`src/rtl/mips_pkg.sv`:
```
// mips_pkg: opcode constants, controller state encoding and the datapath
// select encodings shared by the controller, ALU control and datapath.
package mips_pkg;

    localparam logic [5:0] OP_RTYPE = 6'h00;
    localparam logic [5:0] OP_LW    = 6'h23;
    localparam logic [5:0] OP_SW    = 6'h2B;
    localparam logic [5:0] OP_BEQ   = 6'h04;
    localparam logic [5:0] OP_ADDI  = 6'h08;
    localparam logic [5:0] OP_J     = 6'h02;

    typedef enum logic [3:0] {
        S_FETCH   = 4'd0,
        S_DECODE  = 4'd1,
        S_MEMADR  = 4'd2,
        S_MEMRD   = 4'd3,
        S_MEMWB   = 4'd4,
        S_MEMWR   = 4'd5,
        S_RTYPEEX = 4'd6,
        S_RTYPEWB = 4'd7,
        S_BEQEX   = 4'd8,
        S_ADDIEX  = 4'd9,
        S_ADDIWB  = 4'd10,
        S_JEX     = 4'd11
    } state_e;

    typedef enum logic [1:0] {
        ALUOP_ADD   = 2'd0,
        ALUOP_SUB   = 2'd1,
        ALUOP_FUNCT = 2'd2
    } aluop_e;

    typedef enum logic [1:0] {
        SRCB_B       = 2'd0,
        SRCB_FOUR    = 2'd1,
        SRCB_IMM     = 2'd2,
        SRCB_IMM_SH2 = 2'd3
    } alusrcb_e;

    typedef enum logic [1:0] {
        PCSRC_ALU    = 2'd0,
        PCSRC_ALUOUT = 2'd1,
        PCSRC_JUMP   = 2'd2
    } pcsrc_e;

    typedef struct packed {
        logic     pc_write;
        logic     branch;
        logic     iord;
        logic     mem_write;
        logic     ir_write;
        logic     reg_dst;
        logic     mem_to_reg;
        logic     reg_write;
        logic     alu_src_a;
        alusrcb_e alu_src_b;
        aluop_e   alu_op;
        pcsrc_e   pc_src;
        logic     illegal_op;
    } ctrl_t;

    function automatic logic op_supported(input logic [5:0] op);
        case (op)
            OP_RTYPE, OP_LW, OP_SW, OP_BEQ, OP_ADDI, OP_J: return 1'b1;
            default:                                       return 1'b0;
        endcase
    endfunction

endpackage

```
`src/rtl/mc_wait_timer.sv`:
```
// mc_wait_timer: counts consecutive memory-wait cycles and flags the
// WAIT_MAX-th one. Only built when MEM_READY_EN is defined.
`ifdef MEM_READY_EN
module mc_wait_timer #(
    parameter int unsigned WAIT_MAX = 15
) (
    input  logic clk,
    input  logic reset,
    input  logic wait_req,
    output logic expired
);
    localparam int unsigned CW = (WAIT_MAX > 1) ? $clog2(WAIT_MAX) : 1;

    logic [CW-1:0] count_q, count_d;

    assign expired = wait_req && (count_q == CW'(WAIT_MAX - 1));

    // Count while waiting; restart whenever the wait ends or expires
    always_comb begin
        count_d = '0;
        if (wait_req && !expired) begin
            count_d = count_q + CW'(1);
        end
    end

    // Wait-cycle counter register
    always_ff @(posedge clk) begin
        if (reset) begin
            count_q <= '0;
        end else begin
            count_q <= count_d;
        end
    end
endmodule
`endif

```
`src/rtl/multicycle_controller.sv`:
```
// multicycle_controller: main control FSM of the multicycle MIPS core.
// Define MEM_READY_EN to stall FETCH/MEMRD/MEMWR on MemReady with a timeout.
module multicycle_controller
    import mips_pkg::*;
#(
    parameter int unsigned CNT_W    = 32,
    parameter int unsigned WAIT_MAX = 15
) (
    input  logic             clk,
    input  logic             reset,
    input  logic [5:0]       Op,
    input  logic             Zero,
    input  logic             MemReady,
    output logic             PCWrite,
    output logic             Branch,
    output logic             PCEn,
    output logic             IorD,
    output logic             MemWrite,
    output logic             IRWrite,
    output logic             RegDst,
    output logic             MemtoReg,
    output logic             RegWrite,
    output logic             ALUSrcA,
    output logic [1:0]       ALUSrcB,
    output logic [1:0]       ALUOp,
    output logic [1:0]       PCSrc,
    output logic             IllegalOp,
    output logic             MemTimeout,
    output logic [CNT_W-1:0] InstrCount
);
    state_e           state_q, state_d;
    logic [CNT_W-1:0] instr_count_q, instr_count_d;
    ctrl_t            ctrl;
    logic             mem_go, hold_state, stall, wait_expired, retire;

    assign hold_state = (state_q == S_FETCH) || (state_q == S_MEMRD) || (state_q == S_MEMWR);

`ifdef MEM_READY_EN
    logic mem_timeout_q, mem_timeout_d;

    assign mem_go = MemReady;

    mc_wait_timer #(.WAIT_MAX(WAIT_MAX)) u_wait_timer (
        .clk      (clk),
        .reset    (reset),
        .wait_req (hold_state & ~MemReady),
        .expired  (wait_expired)
    );

    assign mem_timeout_d = mem_timeout_q | wait_expired;
    assign MemTimeout    = reset ? 1'b0 : mem_timeout_q;
`else
    logic unused_mem_cfg;

    assign mem_go         = 1'b1;
    assign wait_expired   = 1'b0;
    assign MemTimeout     = 1'b0;
    assign unused_mem_cfg = MemReady ^ (WAIT_MAX == 0);
`endif

    assign stall = hold_state & ~mem_go;

    // Next state and retire strobe; a memory stall overrides the normal sequence
    always_comb begin
        state_d = S_FETCH;
        retire  = 1'b0;
        case (state_q)
            S_FETCH:  state_d = S_DECODE;
            S_DECODE: begin
                case (Op)
                    OP_LW, OP_SW: state_d = S_MEMADR;
                    OP_RTYPE:     state_d = S_RTYPEEX;
                    OP_BEQ:       state_d = S_BEQEX;
                    OP_ADDI:      state_d = S_ADDIEX;
                    OP_J:         state_d = S_JEX;
                    default:      state_d = S_FETCH;
                endcase
            end
            S_MEMADR:  state_d = (Op == OP_SW) ? S_MEMWR : S_MEMRD;
            S_MEMRD:   state_d = S_MEMWB;
            S_RTYPEEX: state_d = S_RTYPEWB;
            S_ADDIEX:  state_d = S_ADDIWB;
            S_MEMWB, S_MEMWR, S_RTYPEWB, S_BEQEX, S_ADDIWB, S_JEX: begin
                state_d = S_FETCH;
                retire  = 1'b1;
            end
            default:   state_d = S_FETCH;
        endcase
        if (stall) begin
            state_d = wait_expired ? S_FETCH : state_q;
            retire  = 1'b0;
        end
    end

    assign instr_count_d = instr_count_q + CNT_W'(retire);

    // Moore control word decoded from the state register, forced to 0 in reset
    always_comb begin
        ctrl = '0;
        case (state_q)
            S_FETCH: begin
                ctrl.ir_write  = mem_go;
                ctrl.pc_write  = mem_go;
                ctrl.alu_src_b = SRCB_FOUR;
                ctrl.pc_src    = PCSRC_ALU;
            end
            S_DECODE: begin
                ctrl.alu_src_b  = SRCB_IMM_SH2;
                ctrl.illegal_op = ~op_supported(Op);
            end
            S_MEMADR, S_ADDIEX: begin
                ctrl.alu_src_a = 1'b1;
                ctrl.alu_src_b = SRCB_IMM;
            end
            S_MEMRD: ctrl.iord = 1'b1;
            S_MEMWB: begin
                ctrl.reg_write  = 1'b1;
                ctrl.mem_to_reg = 1'b1;
            end
            S_MEMWR: begin
                ctrl.iord      = 1'b1;
                ctrl.mem_write = mem_go;
            end
            S_RTYPEEX: begin
                ctrl.alu_src_a = 1'b1;
                ctrl.alu_src_b = SRCB_B;
                ctrl.alu_op    = ALUOP_FUNCT;
            end
            S_RTYPEWB: begin
                ctrl.reg_write = 1'b1;
                ctrl.reg_dst   = 1'b1;
            end
            S_BEQEX: begin
                ctrl.alu_src_a = 1'b1;
                ctrl.alu_op    = ALUOP_SUB;
                ctrl.branch    = 1'b1;
                ctrl.pc_src    = PCSRC_ALUOUT;
            end
            S_ADDIWB: ctrl.reg_write = 1'b1;
            S_JEX: begin
                ctrl.pc_write = 1'b1;
                ctrl.pc_src   = PCSRC_JUMP;
            end
            default: ctrl = '0;
        endcase
        if (reset) begin
            ctrl = '0;
        end
    end

    assign PCWrite    = ctrl.pc_write;
    assign Branch     = ctrl.branch;
    assign PCEn       = ctrl.pc_write | (ctrl.branch & Zero);
    assign IorD       = ctrl.iord;
    assign MemWrite   = ctrl.mem_write;
    assign IRWrite    = ctrl.ir_write;
    assign RegDst     = ctrl.reg_dst;
    assign MemtoReg   = ctrl.mem_to_reg;
    assign RegWrite   = ctrl.reg_write;
    assign ALUSrcA    = ctrl.alu_src_a;
    assign ALUSrcB    = ctrl.alu_src_b;
    assign ALUOp      = ctrl.alu_op;
    assign PCSrc      = ctrl.pc_src;
    assign IllegalOp  = ctrl.illegal_op;
    assign InstrCount = reset ? '0 : instr_count_q;

    // State, retired-instruction counter and sticky timeout flag
    always_ff @(posedge clk) begin
        if (reset) begin
            state_q       <= S_FETCH;
            instr_count_q <= '0;
`ifdef MEM_READY_EN
            mem_timeout_q <= 1'b0;
`endif
        end else begin
            state_q       <= state_d;
            instr_count_q <= instr_count_d;
`ifdef MEM_READY_EN
            mem_timeout_q <= mem_timeout_d;
`endif
        end
    end

endmodule

```
`config.mk`:
```
export PLATFORM = sky130hd
export DESIGN_NAME = multicycle_controller
export DESIGN_NICKNAME = d
export VERILOG_FILES = /design/src/rtl/mips_pkg.sv /design/src/rtl/mc_wait_timer.sv /design/src/rtl/multicycle_controller.sv
export SDC_FILE = /design/constraint.sdc
export NUM_CORES = 1
export LEC_CHECK = 0
export ABC_AREA = 1
export BUFFER_PORTS_ARGS = -buffer_cell sky130_fd_sc_hd__buf_4
export CORE_MARGIN = 1
export CORE_UTILIZATION = 54
export CTS_CLUSTER_DIAMETER = 60
export CTS_CLUSTER_SIZE = 30
export DETAILED_ROUTE_END_ITERATION = 8
export PLACE_DENSITY = 0.81
export SYNTH_ARGS = -nofsm -noshare
export SYNTH_HDL_FRONTEND = slang
export SYNTH_SLANG_ARGS = --single-unit
```
`constraint.sdc`:
```
create_clock -name clk -period 2.4 [get_ports clk]
set_input_delay 0.36 -clock clk [delete_from_list [all_inputs] [get_ports clk]]
set_output_delay 0.36 -clock clk [all_outputs]
set_load 0.02 [all_outputs]
```
==> flow_summary.toml <==
[final_layout]
nets = 482
diodes = 0
layout-drive-gt1-share_pct = 20.1
area_delta_synth_final_pct = 21.9

[route]
wl_per_cell_um = 11.2
drtPass1Iterations = 4
wl_met3_um = 374
drt_iter0_drc = 124
antenna_left = 0
drt-total-wl_um = 5790
wl_met1_um = 2500
route.detailed.drc = 0
top_layer = "met4"
met2WireLength_um = 2790
drt-vias-per-instance = 5.07
via_count = 2631

[timing]
rsz0062_at_grt = "no"
max_freq_mhz = 478
timing.final.crit_share_pct = 87.2
finClkSkew_ns = 0.00945
maxSlewViolCount = 0
finalSetupViolations = 0
final_hold_viol_count = 0
fin_setup_tns_ns = 0
min_period_ns = 2.09

[yosys]
synthMuxAreaShare_pct = 0
syn-num-nets = 425
async_flop_share_pct = 0
synth_compound_area_share_pct = 10.6
synth_edf_count = 0
synthDistinctLibCells = 28
synth_ff_type = "dfxtp_1"
yosys.area_share.adder_pct = 1.54
synth_top_family_by_area = "simple AND/OR/NAND/NOR gates"
synth_simple_gate_area_share_pct = 46.7
yosys.area_share.xor_xnor_pct = 0.359
ys.warnings.count = 0
yosysSeqAreaShare_pct = 29.5
synthCells = 412
syn_area_per_cell_um2 = 5.92
syn_area_um2 = 2440
synth_seq_cells = 36

[global_route]
overflow = 0
grt_pass1_vias = 2328
antenna_found_initial = 0
grt_max_degree = 46
grt_usage_pct = 24.8
grt_pass1_wl_um = 9690

[critical_path]
crit_start = "state_q[3]"
crit_fanout = 7
setup.worst_path.class = "reg -> reg"
ff2ff_setup_slack_ns = 0.31
worstPathArrival_ns = 2.27
reg2reg_from = "state_q[3]"
reg2regPathDepth = 13
cp-end-kind = "register"
crit_path_start_kind = "register"
r2r-end = "instr_count_q[20]"
required_ns = 2.58

[flow_run]
cap_violations = 0

[floorplan]
core-area_um2 = 4350
fp-row-count = 24
die_area_um2 = 4790
die_h_um = 69.2
io_pins = 60
initial_core_util_pct = 56.0
die_w_um = 69.2

[clock_network]
cts_resized = 0
clkSinkCount = 36
htree_levels = 2
cts_hold_buf = 0
cts_tree = "built"
root_buffer = "clkbuf_8"
cts_setup_buffers = 0
clk_pin_slew_ns = 0.07
cts_buffers = 5
clk_path_buf_depth = 2
clkLatencyLatePin_ns = 0.29

[pwr]
power_frac_comb_pct = 8.9
swShare_pct = 25.0
power_switching_mw = 0.274
seq_power_share_pct = 55.0
pwr_density_cell_nw_per_um2 = 368
p_int_mw = 0.821
finalPower_mw = 1.10
pwr-share-clk_pct = 36.1
vdd_ir_drop_max_mv = 0.384
power_leakage_nw = 1.23

[status]
status = "complete, no violations"

[placed_design]
dp_hpwl_um = 4400
port_buffers = 57
place.gp.congestion = 0.845

[worst_hold_path]
min_to = "instr_count_q[31]"
hold_depth = 2
hold_path.class = "reg -> reg"
hp-start = "instr_count_q[31]"
cell usage in the layout, fill, tap and decap left out, drive strengths merged, types with 3 or more instances in the layout:
| cell type | Yosys | final |
|---|---|---|
| nand3 | 18 | 18 |
| dfxtp | 36 | 36 |
| clkbuf | 1 | 5 |
| nor2 | 114 | 114 |
| nand3b | 3 | 3 |
| nand4 | 6 | 6 |
| inv | 59 | 59 |
| nor3 | 6 | 6 |
| nand2 | 105 | 105 |
| buf | 9 | 60 |
| o21ai | 15 | 15 |
| o21a | 3 | 3 |
| a21oi | 29 | 29 |
| ha | 3 | 3 |
cell type report:
cell class / instances / area, um^2
clock buffer: 5 / 68.8
fill: 426 / 1380
inverter: 59 / 221
multi-input combinational: 307 / 1450
sequential: 36 / 721
tap: 52 / 65.1
timing repair buffer: 60 / 450
cells by family (layout without fill, tap and decap cells):
group,count (synthesis),after routing
and+or+nand+nor,253,253
buffers and inverters,69,124
AOI/OAI and AO/OA,49,49
DFF,36,36
adders and majority gates,3,3
other,1,1
xor gates and xnor gates,1,1
per-layer routing:
metal | global-route usage (%) | up-vias
li1 | - | 1389
met3 | 4.65 | 11
met1 | 28.7 | 1147
met4 | 10.4 | 0
met5 | 0 | -
met2 | 44.2 | 84
power groups by stage:
stage,sequential [mW],clock [mW],combinational [mW]
6_report,0.603,0.395,0.0974
5_1_grt,0.603,0.425,0.107
3_3_place_gp,0.616,0,0.0947
2_1_floorplan,0.615,0,0.0622
3_5_place_dp,0.616,0,0.0970
4_1_cts,0.602,0.404,0.0976
critical path: stages (launching register included):
cell     delay, ns
dfxtp_1       0.37
inv_1         0.09
nor2_1        0.17
nand2_1       0.06
o21ai_0       0.12
ha_1          0.22
ha_1          0.18
nand2_2       0.09
nor2_4        0.17
nand2_4       0.13
nor2_8        0.17
nand3_1       0.08
nand2_1       0.09
nor2_2        0.03
Yosys cell counts (3+ instances only):
library cell   n  area [um^2]
nand2_2        9         56.3
nand4_1        6         37.5
nor2_2         7         43.8
nand3b_1       3         22.5
nand2_1       94          353
buf_1          3         11.3
nand3_1       18         90.1
buf_2          4         20.0
inv_1         57          214
ha_1           3         37.5
dfxtp_1       36          721
nor3_1         6         30.0
nor2_4         8         90.1
a21oi_1       29          145
o21a_1         3         22.5
o21ai_0       14         70.1
nor2_1        98          368
sequential cells by signal, summed over array words and instances (netlist names):
register and cells:
instr_count_q 32, state_q 4
worst max path at each step:
stage	end	slack (ns)	cells after the start
global route	instr_count_q[20]	0.12	11
CTS	instr_count_q[20]	0.32	13
global placement	instr_count_q[30]	0.36	13
floorplan	IllegalOp	0.51	4
detailed placement	instr_count_q[20]	0.32	13
finish	instr_count_q[20]	0.31	13
per-stage QoR:
| step | setup slack (ns) | area [um^2] | util, % | hold slack [ns] | std cells |
|---|---|---|---|---|---|
| after floorplan | 0.512 | 2440 | - | 0.439 | 412 |
| after global placement | 0.363 | 2910 | 66.7 | 0.448 | 514 |
| after detailed placement | 0.315 | 2910 | 66.7 | 0.458 | 514 |
| after CTS | 0.316 | 2970 | 68.3 | 0.468 | 519 |
| after global routing | 0.117 | 2970 | 68.3 | 0.509 | 519 |
| final | 0.308 | 2970 | 68.3 | 0.476 | 519 |
Power figures use the tool's default switching activity.
